**config.mk**
```make
export PLATFORM = sky130hd
export DESIGN_NAME = qspi_seq_arbiter
export DESIGN_NICKNAME = d
export VERILOG_FILES = /design/src/rtl/qspi_seq_arbiter.sv
export SDC_FILE = /design/constraint.sdc
export NUM_CORES = 1
export LEC_CHECK = 0
export ABC_CLOCK_PERIOD_IN_PS = 2600
export BUFFER_PORTS_ARGS = -buffer_cell sky130_fd_sc_hd__buf_2
export CORE_MARGIN = 5
export CORE_UTILIZATION = 48
export CTS_BUF_LIST = sky130_fd_sc_hd__clkbuf_2
export DETAILED_ROUTE_END_ITERATION = 6
export PLACE_DENSITY = 0.82
export SLEW_MARGIN = 5
export SYNTH_ARGS = -nofsm -noshare
export SYNTH_HDL_FRONTEND = slang
export SYNTH_SLANG_ARGS = --single-unit
```
**constraint.sdc**
```tcl
create_clock -name h_clk -period 2.6 [get_ports h_clk]
set_input_delay 0.52 -clock h_clk [delete_from_list [all_inputs] [get_ports h_clk]]
set_output_delay 0.52 -clock h_clk [all_outputs]
set_load 0.01 [all_outputs]
```
**src/rtl/qspi_seq_arbiter.sv**
```systemverilog
// Shares the single QSPI sequencer between AHB XIP reads and register-block indirect commands.
// The winner's descriptor is latched, a start pulse is sent, and synchronized busy is tracked to completion or timeout.
module qspi_seq_arbiter #(
    parameter int         LEN_W      = 8,
    parameter logic [7:0] XIP_CMD    = 8'hEB,
    parameter int         XIP_LEN    = 4,
    parameter int         STARVE_LIM = 4,
    parameter int         START_TO   = 16
) (
    input  logic             h_clk,
    input  logic             h_rst,
    input  logic             xip_req_in,
    input  logic [31:0]      xip_addr_in,
    output logic             xip_done_out,
    input  logic             ind_req_in,
    input  logic [7:0]       ind_cmd_in,
    input  logic [31:0]      ind_addr_in,
    input  logic [LEN_W-1:0] ind_len_in,
    output logic             ind_done_out,
    input  logic             qspi_busy_in,
    output logic             start_seq_out,
    output logic             seq_is_xip_out,
    output logic [7:0]       seq_cmd_out,
    output logic [31:0]      seq_addr_out,
    output logic [LEN_W-1:0] seq_len_out,
    output logic             grant_xip_out,
    output logic             grant_ind_out,
    output logic             timeout_err_out
);
    localparam int SW = $clog2(STARVE_LIM + 1);
    localparam int TW = $clog2(START_TO + 1);

    typedef struct packed {
        logic             is_xip;
        logic [7:0]       cmd;
        logic [31:0]      addr;
        logic [LEN_W-1:0] len;
    } seq_desc_t;

    typedef enum logic [2:0] {IDLE, ARB, START, WAIT_BUSY, RUN, DONE, ERR} state_t;

    state_t    state;
    seq_desc_t desc;
    logic [SW-1:0] starve_cnt;
    logic [TW-1:0] tcnt;
    logic          busy_meta, busy_s;
    logic          ind_wins;

    assign {seq_is_xip_out, seq_cmd_out, seq_addr_out, seq_len_out} = desc;

    // XIP has priority unless the indirect side has been passed over STARVE_LIM times in a row
    assign ind_wins = ind_req_in && (!xip_req_in || starve_cnt == SW'(STARVE_LIM));

    always_ff @(posedge h_clk or posedge h_rst) begin
        if (h_rst) begin
            busy_meta <= 1'b0;
            busy_s    <= 1'b0;
        end else begin
            busy_meta <= qspi_busy_in;
            busy_s    <= busy_meta;
        end
    end

    always_ff @(posedge h_clk or posedge h_rst) begin
        if (h_rst) begin
            state           <= IDLE;
            desc            <= '0;
            starve_cnt      <= '0;
            tcnt            <= '0;
            start_seq_out   <= 1'b0;
            grant_xip_out   <= 1'b0;
            grant_ind_out   <= 1'b0;
            xip_done_out    <= 1'b0;
            ind_done_out    <= 1'b0;
            timeout_err_out <= 1'b0;
        end else begin
            start_seq_out   <= 1'b0;
            xip_done_out    <= 1'b0;
            ind_done_out    <= 1'b0;
            timeout_err_out <= 1'b0;
            case (state)
                IDLE: if (xip_req_in || ind_req_in) state <= ARB;
                ARB: begin
                    if (ind_wins) begin
                        desc          <= {1'b0, ind_cmd_in, ind_addr_in, ind_len_in};
                        grant_ind_out <= 1'b1;
                        starve_cnt    <= '0;
                        start_seq_out <= 1'b1;
                        state         <= START;
                    end else if (xip_req_in) begin
                        desc          <= {1'b1, XIP_CMD, xip_addr_in, LEN_W'(XIP_LEN)};
                        grant_xip_out <= 1'b1;
                        // below the limit here, so the increment saturates at STARVE_LIM on its own
                        starve_cnt    <= ind_req_in ? starve_cnt + SW'(1) : '0;
                        start_seq_out <= 1'b1;
                        state         <= START;
                    end else begin
                        starve_cnt <= '0;
                        state      <= IDLE;
                    end
                end
                START: begin
                    tcnt  <= '0;
                    state <= WAIT_BUSY;
                end
                WAIT_BUSY: begin
                    if (busy_s) begin
                        state <= RUN;
                    end else if (tcnt == TW'(START_TO - 1)) begin
                        timeout_err_out <= 1'b1;
                        grant_xip_out   <= 1'b0;
                        grant_ind_out   <= 1'b0;
                        state           <= ERR;
                    end else begin
                        tcnt <= tcnt + TW'(1);
                    end
                end
                RUN: if (!busy_s) begin
                    xip_done_out  <= desc.is_xip;
                    ind_done_out  <= !desc.is_xip;
                    grant_xip_out <= 1'b0;
                    grant_ind_out <= 1'b0;
                    state         <= DONE;
                end
                DONE:    state <= IDLE;
                ERR:     state <= IDLE;
                default: state <= IDLE;
            endcase
        end
    end
endmodule

```
# Word level (Yosys, flattened, before mapping)
# Cells that the tools add are included.
# totals
inputBits	85
word_cells	79
ff_bits	68
output_inout_bits	55
# classes
n_reduce_logical	14
addsub	2
mux	33
eq_ne	15
# op_table
op	n
$mux 49	2
$mux 3	7
$mux 1	16
$ne 2x2->1 const B	8
$pmux 3 s5	1
$mux 5	2
$pmux 5 s2	1
$eq 3x2->1 const B	2
$eq 3x3->1 const B	2
$pmux 1 s3	2
$reduce_and 3->1	2
$reduce_and 6->1	1
$add 5x1->5 const B	1
$eq 5x4->1 const B	1
$reduce_and 5->1	1
$mux 2	2
$reduce_bool 2->1	2
$add 3x1->3 const B	1
$eq 3x1->1 const B	1
$logic_not 3->1	1
$ne 3x3->1 const B	1
$reduce_bool 3->1	1
$logic_not 1->1	2
$logic_or 1x1->1	2
other kinds (2)	2

# Logic depth before layout (Yosys ltp)
# depth
word_depth	5
mapped_depth	6

# Worst setup path after synthesis
# Ideal clock, no wire load.
# synth_timing
path_type	register to register
startpoint	register tcnt[0]
endpoint	register tcnt[0]
path_stages_with_launch	7
slack_ns	0.773
path_buffers	0
t_arrival_ns	1.761
setup_ns	0.066
period_less_slack_ns	1.827
required_ns	2.534
cell_sequence	dfrtp_1 ha_1 and3_1 ha_1 nor4b_1 mux2_2 a22o_1
# synth_via
elab_chain_cells	4
word_cells_on_any_way	7
classes_between	add/sub: 1; eq/ne: 2; mux: 3; reduce/logical: 1
# synth_rtl
item	line	source
from (decl)	45	logic [TW-1:0] tcnt;
from (signal assigned)	115	tcnt <= tcnt + TW'(1);
$add 5x1->5	115	
$mux 5	109	end else if (tcnt == TW'(START_TO - 1)) begin
$mux 5	107	if (busy_s) begin
$pmux 5 s2	81	case (state)
# Several ways; a longest one is shown, not always the timed one. The select of a mux whose other input is x is not followed.
# A chain may end at the register's enable or synchronous reset.

# Final worst setup path
# Ends and elaborated chain as after synthesis.

==> run summary <==
The run finished with clean final reports. For this block, the routed nets add up to 7919 um of wire. By startpoint and endpoint, the worst setup path is classified as flop to flop.

Fill cells in the final layout number 542. Minimum clock period: 2.135 ns. The count of boundary I/O pins is 140.

In this run, post-CTS hold repair placed 0 buffers. The cell area that synthesis handed to floorplanning was 3054 um^2. After technology mapping, the gate count stands at 282.

The clock net in this run drives a total of 68 sinks. The area of the placeable core came out at 6277 um^2. The placer's final routability congestion estimate is 0.8028, and the number of optimization iterations in the first detailed-route pass is 5. The tools report the part of the total power dissipated in combinational logic as 0.420.

The tools report the global-route total usage across every layer as 0.1982. Setup repair after global routing left no endpoint under its margin. TritonCTS created 9 clock buffers. Once detail routing completed, the nets flagged for antenna violations numbered 0.

Number of instances resized during post-cts repair: 0. The depth of the CTS H-tree was 3. After clock tree synthesis, the clock-pin slew on the worst setup and hold paths is 0.20 ns. At the end of the flow, the number of nets in the layout was 508.

The count of vias placed by the detailed router is 2712. Synthesis inferred 68 register bits. In this run the core area contains 29 standard-cell rows. The part of the power in registers came out at 0.420. Share of synthesized registers carrying an async set or reset: 1.000. The maximum number of pins on one net before global-route repair came out at 43.

After global routing the overflow that remains totals 0. The type of element capturing the critical path was a flop. The tools report the placed wire-length estimate after detailed placement as 5760 um. CTS placed an instance of clkbuf_2 at the clock tree root. The later-pin clock latency in the skew report came out at 0.51 ns. The switching part of the total power is 0.3833. The transition at the pin with the smallest max-transition slack works out to 0.9082 ns.

The cell with the biggest individual delay on the critical path is nor4b_1. The data required time of the worst path is 3.04 ns, and the worst slew margin relative to its limit is 0.3923. The detailed router's first-iteration violation count is 133. The synthesized design spends more area on one cell type than any other, namely dfrtp_1. The count of unresolved DRC violations after routing was 0. For the clock tree buffer depth, the log shows 2. Summed over all failing endpoints, the final setup total negative slack is 0 ns.

Yosys attributes the largest share of cell area to dfrtp_1, a211oi_1, a21oi_1, a221o_1, nor3_1. The initial core utilization was 0.4865; the largest fanout of any net on the critical path was 4. Yosys printed 0 warnings. The post-route fraction of the period consumed by the critical path was 0.8210; the number of maximum-capacitance violations was 0.

Derived from the worst setup path, the maximum achievable clock frequency is 468.5 MHz. The max-slew violation total from the final report is 0. In this run the power density over the cells is 1093 nW/um^2. The cell family contributing the most delay on the critical path is simple AND/OR/NAND/NOR gates. TritonCTS built the clock tree. The run gives 0 as the count of final hold-check violations. The tools report the initial antenna violation count as 0. In this run the mean area of a mapped cell was 10.83 um^2.

In this run, placement finished with an instance count of 485. The run gives 0.5571 as the post-synthesis sequential area ratio. For this design the total switching power over the nets is 1.655 mW.

The area growth from synthesis to layout is 29.33%. Count of final setup violators: 0. The part of the total power dissipated in the clock network was 0.159. The total setup buffers inserted after CTS was 0. The internal power component came out at 2.663 mW. Antenna cell count: 0. The tools report the first-pass GRT wire length as 13290 um. The critical path contains buffers and inverters numbering 0 combined.

In this design, the stage delay of the slowest critical-path cell is 0.58 ns. The floorplan step defined a die boundary enclosing 8058 um^2. The share of post-route cells with drive strength above 1 was 0.4090; the mean number of vias per cell was 5.424.

The worst setup path is launched from a flop. The height of the die was 89.77 um; the overall power was 4.318 mW. The signal on the critical path passes through ha_1 > and3_1 > ha_1 > nor4b_1 > mux2_2 > a22o_1. VDD sags by at most 527.0 uV. Wire length per cell after detailed routing: 15.84 um. The post-synthesis net count was 371; the data arrival at the endpoint of the critical path was 2.57 ns. The area share of the largest cell type after synthesis is 0.5571. The min-delay analysis places its worst path in the category input port to async pin. Among the stages of the critical path, the cell type that occurs most often is ha_1. After synthesis, the netlist uses 42 different library cells. The number of global-route vias before repair was 2864. After the flow finishes, the layout carries non-filler instances totaling 500. From left edge to right edge, the die measures 89.77 um. For the final database, setup skew stands at 0.03858 ns. In this run, synthesis inferred 0 flip-flops with an integrated enable. The core utilization of the finished layout is 0.6293, and the leakage power summed over all cells is 1.952 nW. The dominant synthesized flop cell was dfrtp_1.

Port buffering added 139 buffers.
==> synth_stat cells, drive strengths merged, types with 2 or more instances <==
| library cell | number |
|---|---|
| nand3 | 2 |
| a31oi | 2 |
| ha | 4 |
| or2 | 3 |
| a21oi | 23 |
| a221o | 11 |
| or3b | 3 |
| o22a | 7 |
| nor3 | 22 |
| a22o | 12 |
| and3 | 2 |
| nor2 | 6 |
| clkbuf | 7 |
| dfrtp | 68 |
| nor3b | 2 |
| o21ai | 7 |
| nand3b | 3 |
| a21boi | 13 |
| inv | 30 |
| buf | 14 |
| nand2 | 6 |
| a211oi | 22 |
==> layer usage <==
layer  track usage  part of all wire  vias to the layer above
li1              -                 -                     1306
met1        0.2512              0.42                     1301
met2        0.3232              0.51                       93
met3       0.05426             0.057                       12
met4       0.07431             0.018                        0
met5             0                 0                        -
==> sequential cells by signal, indices dropped and copies added (netlist names) <==
name / count
seq_is_xip_out: 1
start_seq_out: 1
busy_meta: 1
xip_done_out: 1
grant_xip_out: 1
seq_cmd_out: 8
seq_addr_out: 32
ind_done_out: 1
starve_cnt: 3
grant_ind_out: 1
state: 3
tcnt: 5
seq_len_out: 8
timeout_err_out: 1
busy_s: 1
==> cells in the final DEF (no fill, tap or decap), types with 3 or more instances in the layout <==
master,instances
buf_4,7
o22a_1,7
inv_1,28
nand2_1,6
a21oi_1,23
nor3_1,22
buf_2,139
a21boi_0,12
a211oi_1,22
ha_1,4
dfrtp_1,68
clkbuf_2,10
o21ai_0,7
a22o_1,12
nand3b_1,3
a221o_1,11
nor2_1,6
==> logic make-up after synthesis <==
kind of cell             synth area share
AO/OA/AOI/OAI                      0.2474
adder cells (fa/ha/maj)           0.01639
buffers and inverters             0.07005
flip-flops                         0.5571
multiplexers                     0.003687
AND/OR/NAND/NOR                    0.1053
==> metrics by stage <==
step / hold slack, ns / setup WS [ns] / cell area [um^2]
final: 0.02682 / 0.4654 / 3950
after global routing: 0.04443 / 0.3474 / 3950
after CTS: 0.01332 / 0.4869 / 3950
after detailed placement: 0.3371 / 0.5535 / 3822
after global placement: 0.3330 / 0.6453 / 3822
after floorplan: 0.3312 / 0.3685 / 3054
==> worst paths after layout <==
path | startpoint | to | slack, ns | depth (start not counted)
min reg2reg | busy_meta | busy_s | 0.38 | 0
max in group asynchronous | h_rst | seq_addr_out[25] | 1.94 | 3
max | tcnt[0] | tcnt[0] | 0.47 | 6
min in group h_clk | qspi_busy_in | busy_meta | 0.10 | 1
min | h_rst | seq_addr_out[18] | 0.03 | 2
max reg2reg | tcnt[0] | tcnt[0] | 0.47 | 6
==> area by class of cell <==
| type | count | area, um^2 | share of cell area |
|---|---|---|---|
| sequential | 68 | 1702 | 0.4308 |
| multi-input combinational | 163 | 1144 | 0.2895 |
| clock inverter | 5 | 77.57 | 0.01964 |
| inverter | 30 | 112.6 | 0.02851 |
| tap | 77 | 96.34 | 0.02439 |
| timing repair buffer | 147 | 768.2 | 0.1945 |
| clock buffer | 10 | 50.05 | 0.01267 |
==> power groups by stage <==
stage | Combinational (mW) | Clock, mW | Sequential [mW]
after floorplan | 1.02 | 0 | 1.92
after global placement | 1.77 | 0 | 1.80
after detailed placement | 1.84 | 0 | 1.82
after CTS | 1.84 | 0.702 | 1.81
after global routing | 2.01 | 0.743 | 1.88
final | 1.82 | 0.689 | 1.81
Power figures use the tool's default switching activity.
